$ cat config.mk
export PLATFORM = sky130hd
export DESIGN_NAME = wb_port_arbiter
export DESIGN_NICKNAME = d
export VERILOG_FILES = /design/src/rtl/wb_port_arbiter.sv
export SDC_FILE = /design/constraint.sdc
export NUM_CORES = 1
export LEC_CHECK = 0
export ABC_AREA = 1
export CORE_MARGIN = 5
export CORE_UTILIZATION = 40
export DETAILED_ROUTE_END_ITERATION = 10
export HOLD_SLACK_MARGIN = 0.1
export PLACE_DENSITY = 0.76
export SYNTH_ARGS = -nofsm -noshare
export SYNTH_HDL_FRONTEND = slang
export SYNTH_SLANG_ARGS = --single-unit
$ cat constraint.sdc
create_clock -name i_clk -period 7.93 [get_ports i_clk]
set_input_delay 1.586 -clock i_clk [delete_from_list [all_inputs] [get_ports i_clk]]
set_output_delay 1.586 -clock i_clk [all_outputs]
set_load 0.01 [all_outputs]
$ cat src/rtl/wb_port_arbiter.sv
// Register-file write-port arbiter: merges in-order write-back with buffered long-latency
// results and tracks destinations with an outstanding long-latency write.
module wb_port_arbiter #(
  parameter int unsigned DATA_W     = 32,
  parameter int unsigned ADDR_W     = 5,
  parameter int unsigned FIFO_DEPTH = 2,
  parameter int unsigned STARVE_MAX = 4
) (
  input  logic                 i_clk,
  input  logic                 i_rst,
  input  logic                 i_wb_valid,
  input  logic [ADDR_W-1:0]    i_wb_rd,
  input  logic [DATA_W-1:0]    i_wb_data,
  output logic                 o_wb_stall,
  input  logic                 i_iss_valid,
  input  logic [ADDR_W-1:0]    i_iss_rd,
  input  logic                 i_llu_valid,
  input  logic [ADDR_W-1:0]    i_llu_rd,
  input  logic [DATA_W-1:0]    i_llu_data,
  output logic                 o_llu_ready,
  output logic                 o_rf_we,
  output logic [ADDR_W-1:0]    o_rf_waddr,
  output logic [DATA_W-1:0]    o_rf_wdata,
  output logic [2**ADDR_W-1:0] o_pending
);

  localparam int unsigned PtrW    = $clog2(FIFO_DEPTH);
  localparam int unsigned CntW    = $clog2(STARVE_MAX + 1);
  localparam int unsigned NumRegs = 2**ADDR_W;

  logic [ADDR_W-1:0]  fifo_rd_q   [FIFO_DEPTH];
  logic [DATA_W-1:0]  fifo_data_q [FIFO_DEPTH];
  logic [PtrW:0]      wr_ptr_q, wr_ptr_d;
  logic [PtrW:0]      rd_ptr_q, rd_ptr_d;
  logic [CntW-1:0]    starve_q, starve_d;
  logic [NumRegs-1:0] pending_q, pending_d;
  logic               rf_we_q, rf_we_d;
  logic [ADDR_W-1:0]  rf_waddr_q, rf_waddr_d;
  logic [DATA_W-1:0]  rf_wdata_q, rf_wdata_d;

  logic              empty, full, starved;
  logic              fifo_win, pipe_win, push;
  logic [ADDR_W-1:0] head_rd;
  logic [DATA_W-1:0] head_data;

  // Wrap bit distinguishes full from empty when the index bits match.
  assign empty     = (wr_ptr_q == rd_ptr_q);
  assign full      = (wr_ptr_q[PtrW] != rd_ptr_q[PtrW]) &&
                     (wr_ptr_q[PtrW-1:0] == rd_ptr_q[PtrW-1:0]);
  assign starved   = (starve_q == CntW'(STARVE_MAX));
  assign head_rd   = fifo_rd_q[rd_ptr_q[PtrW-1:0]];
  assign head_data = fifo_data_q[rd_ptr_q[PtrW-1:0]];

  assign fifo_win    = !i_rst && !empty && (full || starved || !i_wb_valid);
  assign pipe_win    = !i_rst && i_wb_valid && !fifo_win;
  assign o_wb_stall  = i_wb_valid && fifo_win;
  assign o_llu_ready = !i_rst && !full;
  assign push        = i_llu_valid && o_llu_ready;

  always_comb begin
    wr_ptr_d = wr_ptr_q;
    rd_ptr_d = rd_ptr_q;
    if (push)     wr_ptr_d = wr_ptr_q + {{PtrW{1'b0}}, 1'b1};
    if (fifo_win) rd_ptr_d = rd_ptr_q + {{PtrW{1'b0}}, 1'b1};
  end

  always_comb begin
    starve_d = starve_q;
    if (fifo_win || empty) begin
      starve_d = '0;
    end else if (pipe_win && !starved) begin
      starve_d = starve_q + {{(CntW-1){1'b0}}, 1'b1};
    end
  end

  // Clear before set so a same-cycle reissue of the popped destination stays pending.
  always_comb begin
    pending_d = pending_q;
    if (fifo_win)    pending_d[head_rd]  = 1'b0;
    if (i_iss_valid) pending_d[i_iss_rd] = 1'b1;
    pending_d[0] = 1'b0;
  end

  always_comb begin
    rf_we_d    = 1'b0;
    rf_waddr_d = rf_waddr_q;
    rf_wdata_d = rf_wdata_q;
    if (fifo_win) begin
      rf_we_d    = (head_rd != '0);
      rf_waddr_d = head_rd;
      rf_wdata_d = head_data;
    end else if (pipe_win) begin
      rf_we_d    = (i_wb_rd != '0);
      rf_waddr_d = i_wb_rd;
      rf_wdata_d = i_wb_data;
    end
  end

  always_ff @(posedge i_clk) begin
    if (i_rst) begin
      wr_ptr_q   <= '0;
      rd_ptr_q   <= '0;
      starve_q   <= '0;
      pending_q  <= '0;
      rf_we_q    <= 1'b0;
      rf_waddr_q <= '0;
      rf_wdata_q <= '0;
    end else begin
      wr_ptr_q   <= wr_ptr_d;
      rd_ptr_q   <= rd_ptr_d;
      starve_q   <= starve_d;
      pending_q  <= pending_d;
      rf_we_q    <= rf_we_d;
      rf_waddr_q <= rf_waddr_d;
      rf_wdata_q <= rf_wdata_d;
    end
  end

  // Storage needs no reset; the pointers define which entries are live.
  always_ff @(posedge i_clk) begin
    if (push) begin
      fifo_rd_q[wr_ptr_q[PtrW-1:0]]   <= i_llu_rd;
      fifo_data_q[wr_ptr_q[PtrW-1:0]] <= i_llu_data;
    end
  end

  assign o_rf_we    = rf_we_q;
  assign o_rf_waddr = rf_waddr_q;
  assign o_rf_wdata = rf_wdata_q;
  assign o_pending  = pending_q;

endmodule

==> metrics.md, run 1 <==
| Metric | Value |
|---|---|
| Setup repair after global routing missed its margin | `no` |
| Wire per inst | `15.3 microns` |
| PostCTS Resize Cnt | `0` |
| Effective utilization at floorplan | `40.8%` |
| Max-slew headroom at the worst pin | `24.8%` |
| Post-route DRC violation count | `0` |
| First DRT Iteration DRCs | `297` |
| Required time of the critical path | `8.28 ns` |
| Commonest cells after routing, fill and taps aside | `154 x clkdlybuf4s50_1, 131 x nand2_1, 81 x nor2_1` |
| Critical Path End Type | `register` |
| Met2 Track Usage GR | `28.4%` |
| Total Wirelength | `15.2 mm` |
| Status | `completed` |
| CTS root buf | `clkbuf_16` |
| Share of post-route cells with drive strength above 1 | `6.32%` |
| Worst flop-to-flop path endpoint | `o_rf_wdata[1]` |
| Number of iterations in the first detailed-routing pass | `4` |
| Worst-case vdd ir drop | `0.000157 V` |
| Category of the worst setup path launch point | `primary input` |
| Gate count of the mapped netlist | `648` |
| Number of standard-cell rows in the floorplan | `45` |
| Critical-path cell with the highest stage delay | `inv_1` |
| Vias | `4,942` |
| Leakage power | `3.05 nW` |
| Overflow left after global routing | `0` |
| Pwr Total | `1.93 mW` |
| Post-synthesis sequential area ratio | `60.6%` |
| Clock slew seen by the registers of the worst setup and hold paths | `0.06 ns` |
| Post-detailed-placement half-perimeter wirelength | `10.1 mm` |
| Biggest cell delay along the critical path | `0.97 ns` |
| First-pass GRT wire length | `24.1 mm` |
| Final antenna diode count | `0` |
| Detailed-route vias per instance | `4.97` |
| Sink Count | `151` |
| Overall routing resource usage | `17.1%` |
| Number of distinct standard cells referenced by the synthesized netlist | `29` |
| Placeable core area | `15,200 sq um` |
| GR Util met3 | `5.81%` |
| Final hold violation count | `0` |
| Post-CTS setup buffers | `0` |
| Period Utilization, post-route | `61.8%` |
| Maximum operating frequency | `0.204 GHz` |
| R2R Path Start | `starve_q[0]` |
| Maximum root-to-sink buffer count | `2` |
| Relative area change from synthesis to final layout | `36.1%` |
| Number of cells on the worst reg-to-reg path | `10` |
| Global-route met1 utilization | `20.1%` |
| Min-Delay Path Class | `reg2reg` |
| Number of H-tree levels | `4` |
| Final GP Congestion | `0.799` |
| Antenna violation net count after detailed routing | `0` |
| Average cell area after synthesis | `9.58 sq um` |
| Netlist Area Pre-Place | `6210 sq um` |
| Number of synthesis warnings | `0` |
| Final core utilization | `55.6%` |
| DIE HEIGHT | `135 microns` |
| Reg2reg setup slack | `4.12 ns` |
| Number of I/O port buffers | `154` |
| Pwr per Cell Area | `229 nW/um^2` |
| Via count of the first global-routing pass | `4,871` |
| Most common cell after layout, fill and taps aside | `clkdlybuf4s50_1` |
| Minimum clock period after layout | `4.90 ns` |
| Final setup violation count | `0` |
| Horizontal die dimension | `135 microns` |
| Number of hold buffers added after cts | `0` |
| Minimum hold slack | `0.476 ns` |
| Initial antenna violation count | `1` |
| Total CTS buffers | `17` |
| Final Skew | `0.00873 ns` |
| Arr. time, crit path | `5.25 ns` |
| Clock tree from TritonCTS | `done` |
| Area of the die | `18,100 sq um` |
| Number of maximum-capacitance violations | `0` |
| Synthesized flop and latch total | `151` |
| Layout Cells excl Fill | `995` |
| Worst Setup EP | `o_rf_wdata[1]` |
| Largest net degree at the start of global routing | `114` |
| Most congested layer reported by global routing | `met2` |
| Final total negative setup slack | `0 ns` |
| Final layout net count | `880` |
| Slew Viols, Final | `0` |
| Slew @ Worst Pin | `1.13 ns` |
| Crit path from | `i_rst` |
| Class of the most critical setup path | `in2reg` |
| Cells traversed along the worst timing path | `clkdlybuf4s50_1 -> buf_4 -> a21oi_4 -> nand2_4 -> buf_4 -> nand2_2 -> inv_1 -> nor2_1 -> nor2_1` |
| Nets in the synthesized netlist | `734` |
| Number of primary I/O pins | `156` |
| Cells after DPL | `963` |
| Clock insertion delay at the later pin of the skew report | `0.42 ns` |
| Maximum fanout along the worst path | `113` |
cells by family after synthesis:
| logic type | Yosys count | synth area share [%] |
|---|---|---|
| compound gates | 141 | 11.8 |
| other cells | 1 | 0.0604 |
| mux | 32 | 5.16 |
| buf+inv | 62 | 5.00 |
| simple gates | 258 | 16.8 |
| xor+xnor | 1 | 0.141 |
| flops | 151 | 60.6 |
| fa+ha+maj | 2 | 0.403 |
critical path: cells and delay by family:
kind,cells,cell delay [ns]
buf+inv,4,2.59
compound gates,1,0.11
simple gates,4,0.96
power breakdown:
part | leakage (nW) | switching, mW | internal (mW)
clock network | 0.288 | 0.309 | 0.521
registers | 1.31 | 0.0175 | 0.857
logic | 1.46 | 0.122 | 0.108
total | 3.05 | 0.448 | 1.49
layout make-up:
type,count,area (sq um)
Multi-Input combinational cell,435,2140
Inverter,31,116
Clock buffer,21,472
Tap cell,188,235
Fill cell,1315,6760
Timing Repair Buffer,158,1570
Sequential cell,151,3760
Clock inverter,11,146
state kept, by name, summed over array words and instances, names as in the netlist, 2 cells and up, named ones only:
signal,count
wr_ptr_q,2
starve_q,3
fifo_data_q,64
o_rf_waddr,5
o_rf_wdata,32
o_pending,31
fifo_rd_q,10
rd_ptr_q,2
cells in the mapped netlist, drive strengths merged:
cell / number / share of area, %
nand2: 136 / 8.5
o21ai: 101 / 8.3
nor2: 86 / 5.4
dfxtp: 77 / 25
edfxtp: 74 / 36
a21oi: 38 / 3.2
mux2i: 32 / 5.2
inv: 31 / 1.9
nand3: 23 / 1.9
buf: 21 / 2.5
clkbuf: 10 / 0.65
nor3: 10 / 0.81
ha: 2 / 0.40
nand4: 2 / 0.20
conb: 1 / 0.060
nor4: 1 / 0.10
o211ai: 1 / 0.12
o21bai: 1 / 0.12
xor2: 1 / 0.14
stage by stage:
step,setup WS (ns),area [sq um]
floorplan,3.78,6210
global route,2.61,8450
finish,3.03,8450
global placement,2.64,7830
CTS,3.05,8450
detailed placement,2.60,7830
worst min path at each step:
stage,cells past startpoint,end,from,slack [ns]
finish,2,o_pending[9],o_pending[9],0.48
global route,2,o_pending[19],o_pending[19],0.49
CTS,2,o_pending[12],o_pending[12],0.48
detailed placement,2,o_pending[9],o_pending[9],0.47
global placement,2,o_pending[27],o_pending[27],0.46
floorplan,2,starve_q[0],starve_q[0],0.46
metal layers:
metal	wire, microns	part of all wire, %
met1	6360	42
met3	1170	7.7
met2	7290	48
met5	20	0.13
met4	346	2.3
No activity file was read; power rests on OpenSTA's default activity.
==> run 2, diff against run 1 <==
==> constraint.sdc (replaced) <==
create_clock -name i_clk -period 5.1 [get_ports i_clk]
set_input_delay 1.02 -clock i_clk [delete_from_list [all_inputs] [get_ports i_clk]]
set_output_delay 1.02 -clock i_clk [all_outputs]
set_load 0.01 [all_outputs]
==> run 2 against run 1 <==
  * Non-clock buffer count is 3 higher
  * Flip-flop and latch count stayed put
  * Register-to-register slack worse by 1.6 ns
  * Via count is 0.57% higher
==> metrics.md, run 2 (same netlist as run 1, synthesis figures left out) <==
| Metric | Value |
|---|---|
| Worst path setup slack after routing | `1.53 ns (-1.50 ns)` |
| Max-slew headroom at the worst pin | `22.4% (-2.4 points)` |
| First DRT Iteration DRCs | `329 (+11%)` |
| Required time of the critical path | `4.08 ns (-4.20 ns)` |
| Horizontal die dimension | `135 microns (unchanged)` |
| Minimum hold slack | `0.473 ns (-0.00306 ns)` |
| Number of standard-cell rows in the floorplan | `45 (unchanged)` |
| Count of fill cells added during filler insertion | `1,358 (+3.3%)` |
| Most congested layer reported by global routing | `met2` |
| DIE HEIGHT | `135 microns (unchanged)` |
| Minimum clock period after layout | `3.57 ns` |
| Number of H-tree levels | `4 (unchanged)` |
| Category of the worst setup path launch point | `primary input` |
| Critical Path End Type | `primary output` |
| Placement-stage worst setup slack | `1.52 ns (-1.08 ns)` |
| Number of hold buffers added after cts | `0 (unchanged)` |
| Worst-case vdd ir drop | `0.000240 V (+53%)` |
| Pwr per Cell Area | `349 nW/um^2 (+52%)` |
| R2R Path Start | `starve_q[0]` |
| GR Util met3 | `5.33% (-0.48 points)` |
| Post-route DRC violation count | `0 (unchanged)` |
| Relative area change from synthesis to final layout | `35.8%` |
| Slew Viols, Final | `0 (unchanged)` |
| Final hold violation count | `0 (unchanged)` |
| Initial antenna violation count | `1 (unchanged)` |
| Total CTS buffers | `17 (unchanged)` |
| Arr. time, crit path | `2.55 ns (-2.70 ns)` |
| Number of maximum-capacitance violations | `0 (unchanged)` |
| Detailed-route vias per instance | `4.98 (+0.26%)` |
| Clock tree from TritonCTS | `done` |
| Placement-stage cell area | `7850 sq um (+0.29%)` |
| Maximum fanout along the worst path | `7 (-94%)` |
| Wire per inst | `15.3 microns (about the same)` |
| Commonest cells after routing, fill and taps aside | `154 x clkdlybuf4s50_1, 131 x nand2_1, 81 x nor2_1` |
| Startpoint of the lowest-slack hold path | `o_pending[19]` |
| Global-route met1 utilization | `22.4% (+2.3 points)` |
| Clock slew seen by the registers of the worst setup and hold paths | `0.06 ns (about the same)` |
| Final setup violation count | `0 (unchanged)` |
| Design area | `8430 sq um (-0.24%)` |
| Overall routing resource usage | `17.1% (+0.027 points)` |
| Slew @ Worst Pin | `1.16 ns (+0.0366 ns)` |
| Vias | `4,970 (+0.57%)` |
| Final core utilization | `55.4% (-0.13 points)` |
| Number of primary I/O pins | `156 (unchanged)` |
| Setup repair after global routing missed its margin | `no` |
| Area of the die | `18,100 sq um (unchanged)` |
| Largest net degree at the start of global routing | `113 (-0.88%)` |
| Clock insertion delay at the later pin of the skew report | `0.41 ns (about the same)` |
| Final GP Congestion | `0.787 (-1.5%)` |
| Final antenna diode count | `0 (unchanged)` |
| Flip-flop count of the largest register after layout | `64 (unchanged)` |
| Met2 Track Usage GR | `26.9% (-1.5 points)` |
| Maximum root-to-sink buffer count | `2 (unchanged)` |
| Post-detailed-placement half-perimeter wirelength | `10.5 mm (+3.5%)` |
| Number of iterations in the first detailed-routing pass | `5 (+1)` |
| Antenna violation net count after detailed routing | `0 (unchanged)` |
| Crit path from | `i_rst` |
| Maximum operating frequency | `0.280 GHz` |
| Final total negative setup slack | `0 ns (unchanged)` |
| Status | `completed` |
| CTS root buf | `clkbuf_16` |
| Min-Delay Path Class | `reg2reg` |
| Overflow left after global routing | `0 (unchanged)` |
| Seq. cell area | `3760 sq um (unchanged)` |
| First-pass GRT wire length | `24.5 mm (+1.9%)` |
| Sink Count | `151 (unchanged)` |
| Period Utilization, post-route | `70.1%` |
| Class of the most critical setup path | `in2out` |
| Number of I/O port buffers | `154 (unchanged)` |
| Most common cell after layout, fill and taps aside | `clkdlybuf4s50_1` |
| Leakage power | `3.06 nW (about the same)` |
| Total Wirelength | `15.2 mm (+0.23%)` |
| Share of post-route cells with drive strength above 1 | `6.79% (+0.47 points)` |
| PostCTS Resize Cnt | `0 (unchanged)` |
| Post-CTS setup buffers | `0 (unchanged)` |
| Combined area of the multi-input logic cells | `2140 sq um (unchanged)` |
| Final Skew | `0.0104 ns (+0.00162 ns)` |
| Placeable core area | `15,200 sq um (unchanged)` |
| Effective utilization at floorplan | `40.8% (unchanged)` |
| Via count of the first global-routing pass | `4,807 (-1.3%)` |
| Final layout net count | `883 (+0.34%)` |
run 2: metal layers:
metal / routed length [microns] / part of all wire (%)
met5: 20 / 0.13
met4: 186 / 1.2
met3: 1170 / 7.7
met2: 7160 / 47
met1: 6690 / 44
run 2: worst paths after layout:
kind                   endpoint  slack (ns)  cells after the start
setup / recovery     o_wb_stall        1.53                      5
hold / removal    o_pending[19]        0.47                      2
setup reg to reg    starve_q[1]        2.56                      9
hold reg to reg   o_pending[19]        0.47                      2
run 2: layout make-up:
cell class | instances | area share, %
flip-flops and latches | 151 | 44.7
repair buffers | 161 | 18.9
inverters | 31 | 1.38
multi-input cells | 435 | 25.4
well taps | 188 | 2.79
clock buffers | 20 | 5.30
clock inverters | 12 | 1.53
run 2: per-stage QoR:
| step | power (mW) | std cells |
|---|---|---|
| after floorplan | 1.56 | 648 |
| after global placement | 1.74 | 966 |
| after detailed placement | 1.75 | 966 |
| after CTS | 2.96 | 998 |
| after global routing | 3.05 | 998 |
| final | 2.94 | 998 |
run 2: critical path, stage by stage:
cell and delay [ns]:
clkdlybuf4s50_1 0.55, a21oi_4 0.27, nand2_4 0.08, nor2_1 0.09, clkdlybuf4s50_1 0.54
run 2: power breakdown:
group          leakage [nW]  switching (mW)  internal, mW  total [mW]
registers              1.31          0.0273          1.33        1.36
clock network         0.276           0.487         0.732        1.22
logic                  1.47           0.189         0.170       0.360
==> run 3, diff against run 2 <==
==> constraint.sdc (replaced) <==
create_clock -name i_clk -period 3.4 [get_ports i_clk]
set_input_delay 0.68 -clock i_clk [delete_from_list [all_inputs] [get_ports i_clk]]
set_output_delay 0.68 -clock i_clk [all_outputs]
set_load 0.01 [all_outputs]
==> run 3 against run 2 <==
  * Clock power up 52%
  * Combinational power up 53%
  * Critical path depth unchanged
  * Die area unchanged
  * Total power up 51%
  * Utilization up 0.26 points
  * Routed wire length up 2.4%
  * Setup slack worse by 1.0 ns
  * Sequential share of layout area down 0.20 points
  * Largest cell class unchanged
  * Largest power group unchanged
  * Highest routed layer unchanged
==> metrics.md, run 3 (same netlist as run 1, synthesis figures left out) <==
| Metric | Value |
|---|---|
| Status | `completed` |
| Pwr Total | `4.44 mW (+51%)` |
| Effective utilization at floorplan | `40.8% (unchanged)` |
| Hold path depth | `2 (unchanged)` |
| Leakage power | `3.08 nW (+0.70%)` |
| Post-route DRC violation count | `0 (unchanged)` |
| Number of cells on the worst reg-to-reg path | `11 (+2)` |
| Final antenna diode count | `0 (unchanged)` |
| Final layout net count | `885 (+0.23%)` |
| Final setup violation count | `0 (unchanged)` |
| Overflow left after global routing | `0 (unchanged)` |
| Number of I/O port buffers | `154 (unchanged)` |
| Worst flop-to-flop path endpoint | `o_rf_wdata[24]` |
| Overall routing resource usage | `17.5% (+0.41 points)` |
| Final Skew | `0.00649 ns (-0.00386 ns)` |
| Area of the die | `18,100 sq um (unchanged)` |
| Largest net degree at the start of global routing | `68 (-40%)` |
| Total CTS buffers | `17 (unchanged)` |
| Number of iterations in the first detailed-routing pass | `4 (-1)` |
| Arr. time, crit path | `2.21 ns (-0.34 ns)` |
| Required time of the critical path | `2.72 ns (-1.36 ns)` |
| Period Utilization, post-route | `85.1%` |
| Class of the most critical setup path | `in2out` |
| Crit path from | `i_rst` |
| DIE HEIGHT | `135 microns (unchanged)` |
| Final total negative setup slack | `0 ns (unchanged)` |
| Cells after DPL | `968 (+0.21%)` |
| Reg2reg setup slack | `1.10 ns (-1.46 ns)` |
| Worst Setup EP | `o_wb_stall` |
| Maximum operating frequency | `0.346 GHz` |
| Vias | `5,054 (+1.7%)` |
| First DRT Iteration DRCs | `318 (-3.3%)` |
| Minimum clock period after layout | `2.89 ns` |
| Pwr per Cell Area | `525 nW/um^2 (+51%)` |
| Number of hold buffers added after cts | `0 (unchanged)` |
| Minimum hold slack | `0.471 ns (-0.00139 ns)` |
| Number of maximum-capacitance violations | `0 (unchanged)` |
| Worst-case vdd ir drop | `0.000342 V (+43%)` |
| Critical Path End Type | `primary output` |
| Via count of the first global-routing pass | `5,006 (+4.1%)` |
| Commonest cells after routing, fill and taps aside | `154 x clkdlybuf4s50_1, 131 x nand2_1, 81 x nor2_1` |
| CTS root buf | `clkbuf_16` |
| Number of H-tree levels | `4 (unchanged)` |
| Max-slew headroom at the worst pin | `39.8% (+17 points)` |
| First-pass GRT wire length | `25.0 mm (+1.8%)` |
| Clock tree from TritonCTS | `done` |
| Post-CTS setup buffers | `0 (unchanged)` |
| Final GP Congestion | `0.804 (+2.2%)` |
| Final hold violation count | `0 (unchanged)` |
| Relative area change from synthesis to final layout | `36.4%` |
| Sink Count | `151 (unchanged)` |
| Maximum root-to-sink buffer count | `2 (unchanged)` |
| Slew @ Worst Pin | `0.897 ns (-0.265 ns)` |
| Layout Cells excl Fill | `1,000 (+0.20%)` |
| Wire per inst | `15.6 microns (+2.2%)` |
| PostCTS Resize Cnt | `0 (unchanged)` |
| Category of the worst setup path launch point | `primary input` |
| Min-Delay Path Class | `reg2reg` |
| Post-detailed-placement half-perimeter wirelength | `10.7 mm (+2.7%)` |
| R2R Path Start | `starve_q[0]` |
| Maximum fanout along the worst path | `7 (unchanged)` |
| Placeable core area | `15,200 sq um (unchanged)` |
| Most common cell after layout, fill and taps aside | `clkdlybuf4s50_1` |
| Slew Viols, Final | `0 (unchanged)` |
| Horizontal die dimension | `135 microns (unchanged)` |
| Antenna violation net count after detailed routing | `0 (unchanged)` |
| Setup repair after global routing missed its margin | `no` |
| Flip-flop count of the largest register after layout | `64 (unchanged)` |
| Clock slew seen by the registers of the worst setup and hold paths | `0.06 ns (about the same)` |
| Share of post-route cells with drive strength above 1 | `6.65% (-0.14 points)` |
| Initial antenna violation count | `1 (unchanged)` |
| Number of standard-cell rows in the floorplan | `45 (unchanged)` |
| Number of primary I/O pins | `156 (unchanged)` |
| Clock insertion delay at the later pin of the skew report | `0.41 ns (about the same)` |
| Detailed-route vias per instance | `5.05 (+1.5%)` |
| Total Wirelength | `15.6 mm (+2.4%)` |
==> run 3: layer usage <==
metal,wire length (microns),global-route usage (%)
met1,6440,20.9
met2,7380,28.9
met3,1290,6.22
met4,439,6.96
met5,20,0
==> run 3: stage by stage <==
| stage | utilization (%) | instance area (sq um) | setup WS [ns] |
|---|---|---|---|
| detailed placement | 51.8 | 7880 | 0.518 |
| global route | 55.7 | 8460 | 0.395 |
| CTS | 55.7 | 8460 | 0.505 |
| floorplan | - | 6210 | 0.152 |
| finish | 55.7 | 8460 | 0.507 |
| global placement | 51.8 | 7880 | 0.542 |
==> run 3: worst min path at each step <==
stage	from	end	slack, ns
after global placement	o_pending[8]	o_pending[8]	0.46
after CTS	o_pending[19]	o_pending[19]	0.48
final	o_pending[19]	o_pending[19]	0.47
after detailed placement	o_pending[24]	o_pending[24]	0.47
after floorplan	starve_q[0]	starve_q[0]	0.46
after global routing	o_pending[13]	o_pending[13]	0.50
==> run 3: area by class of cell <==
type	instances	area (sq um)
inverters	31	116
fillers	1346	6740
flip-flops and latches	151	3760
clock inverters	13	154
well taps	188	235
clock buffers	19	433
multi-input cells	435	2140
repair buffers	163	1620
==> run 3: worst max-delay path, cell delays in order <==
cell	delay, ns
clkdlybuf4s50_1	0.54
a21oi_4	0.28
nand2_4	0.08
nor2_1	0.09
clkdlybuf4s50_1	0.53
==> run 3: report_power, final <==
part           leakage (nW)  total [mW]  switching [mW]  internal, mW
clock network         0.284        1.86           0.708          1.15
registers              1.31        2.04          0.0401          2.00
logic                  1.48       0.550           0.291         0.259
total                  3.08        4.44            1.04          3.41
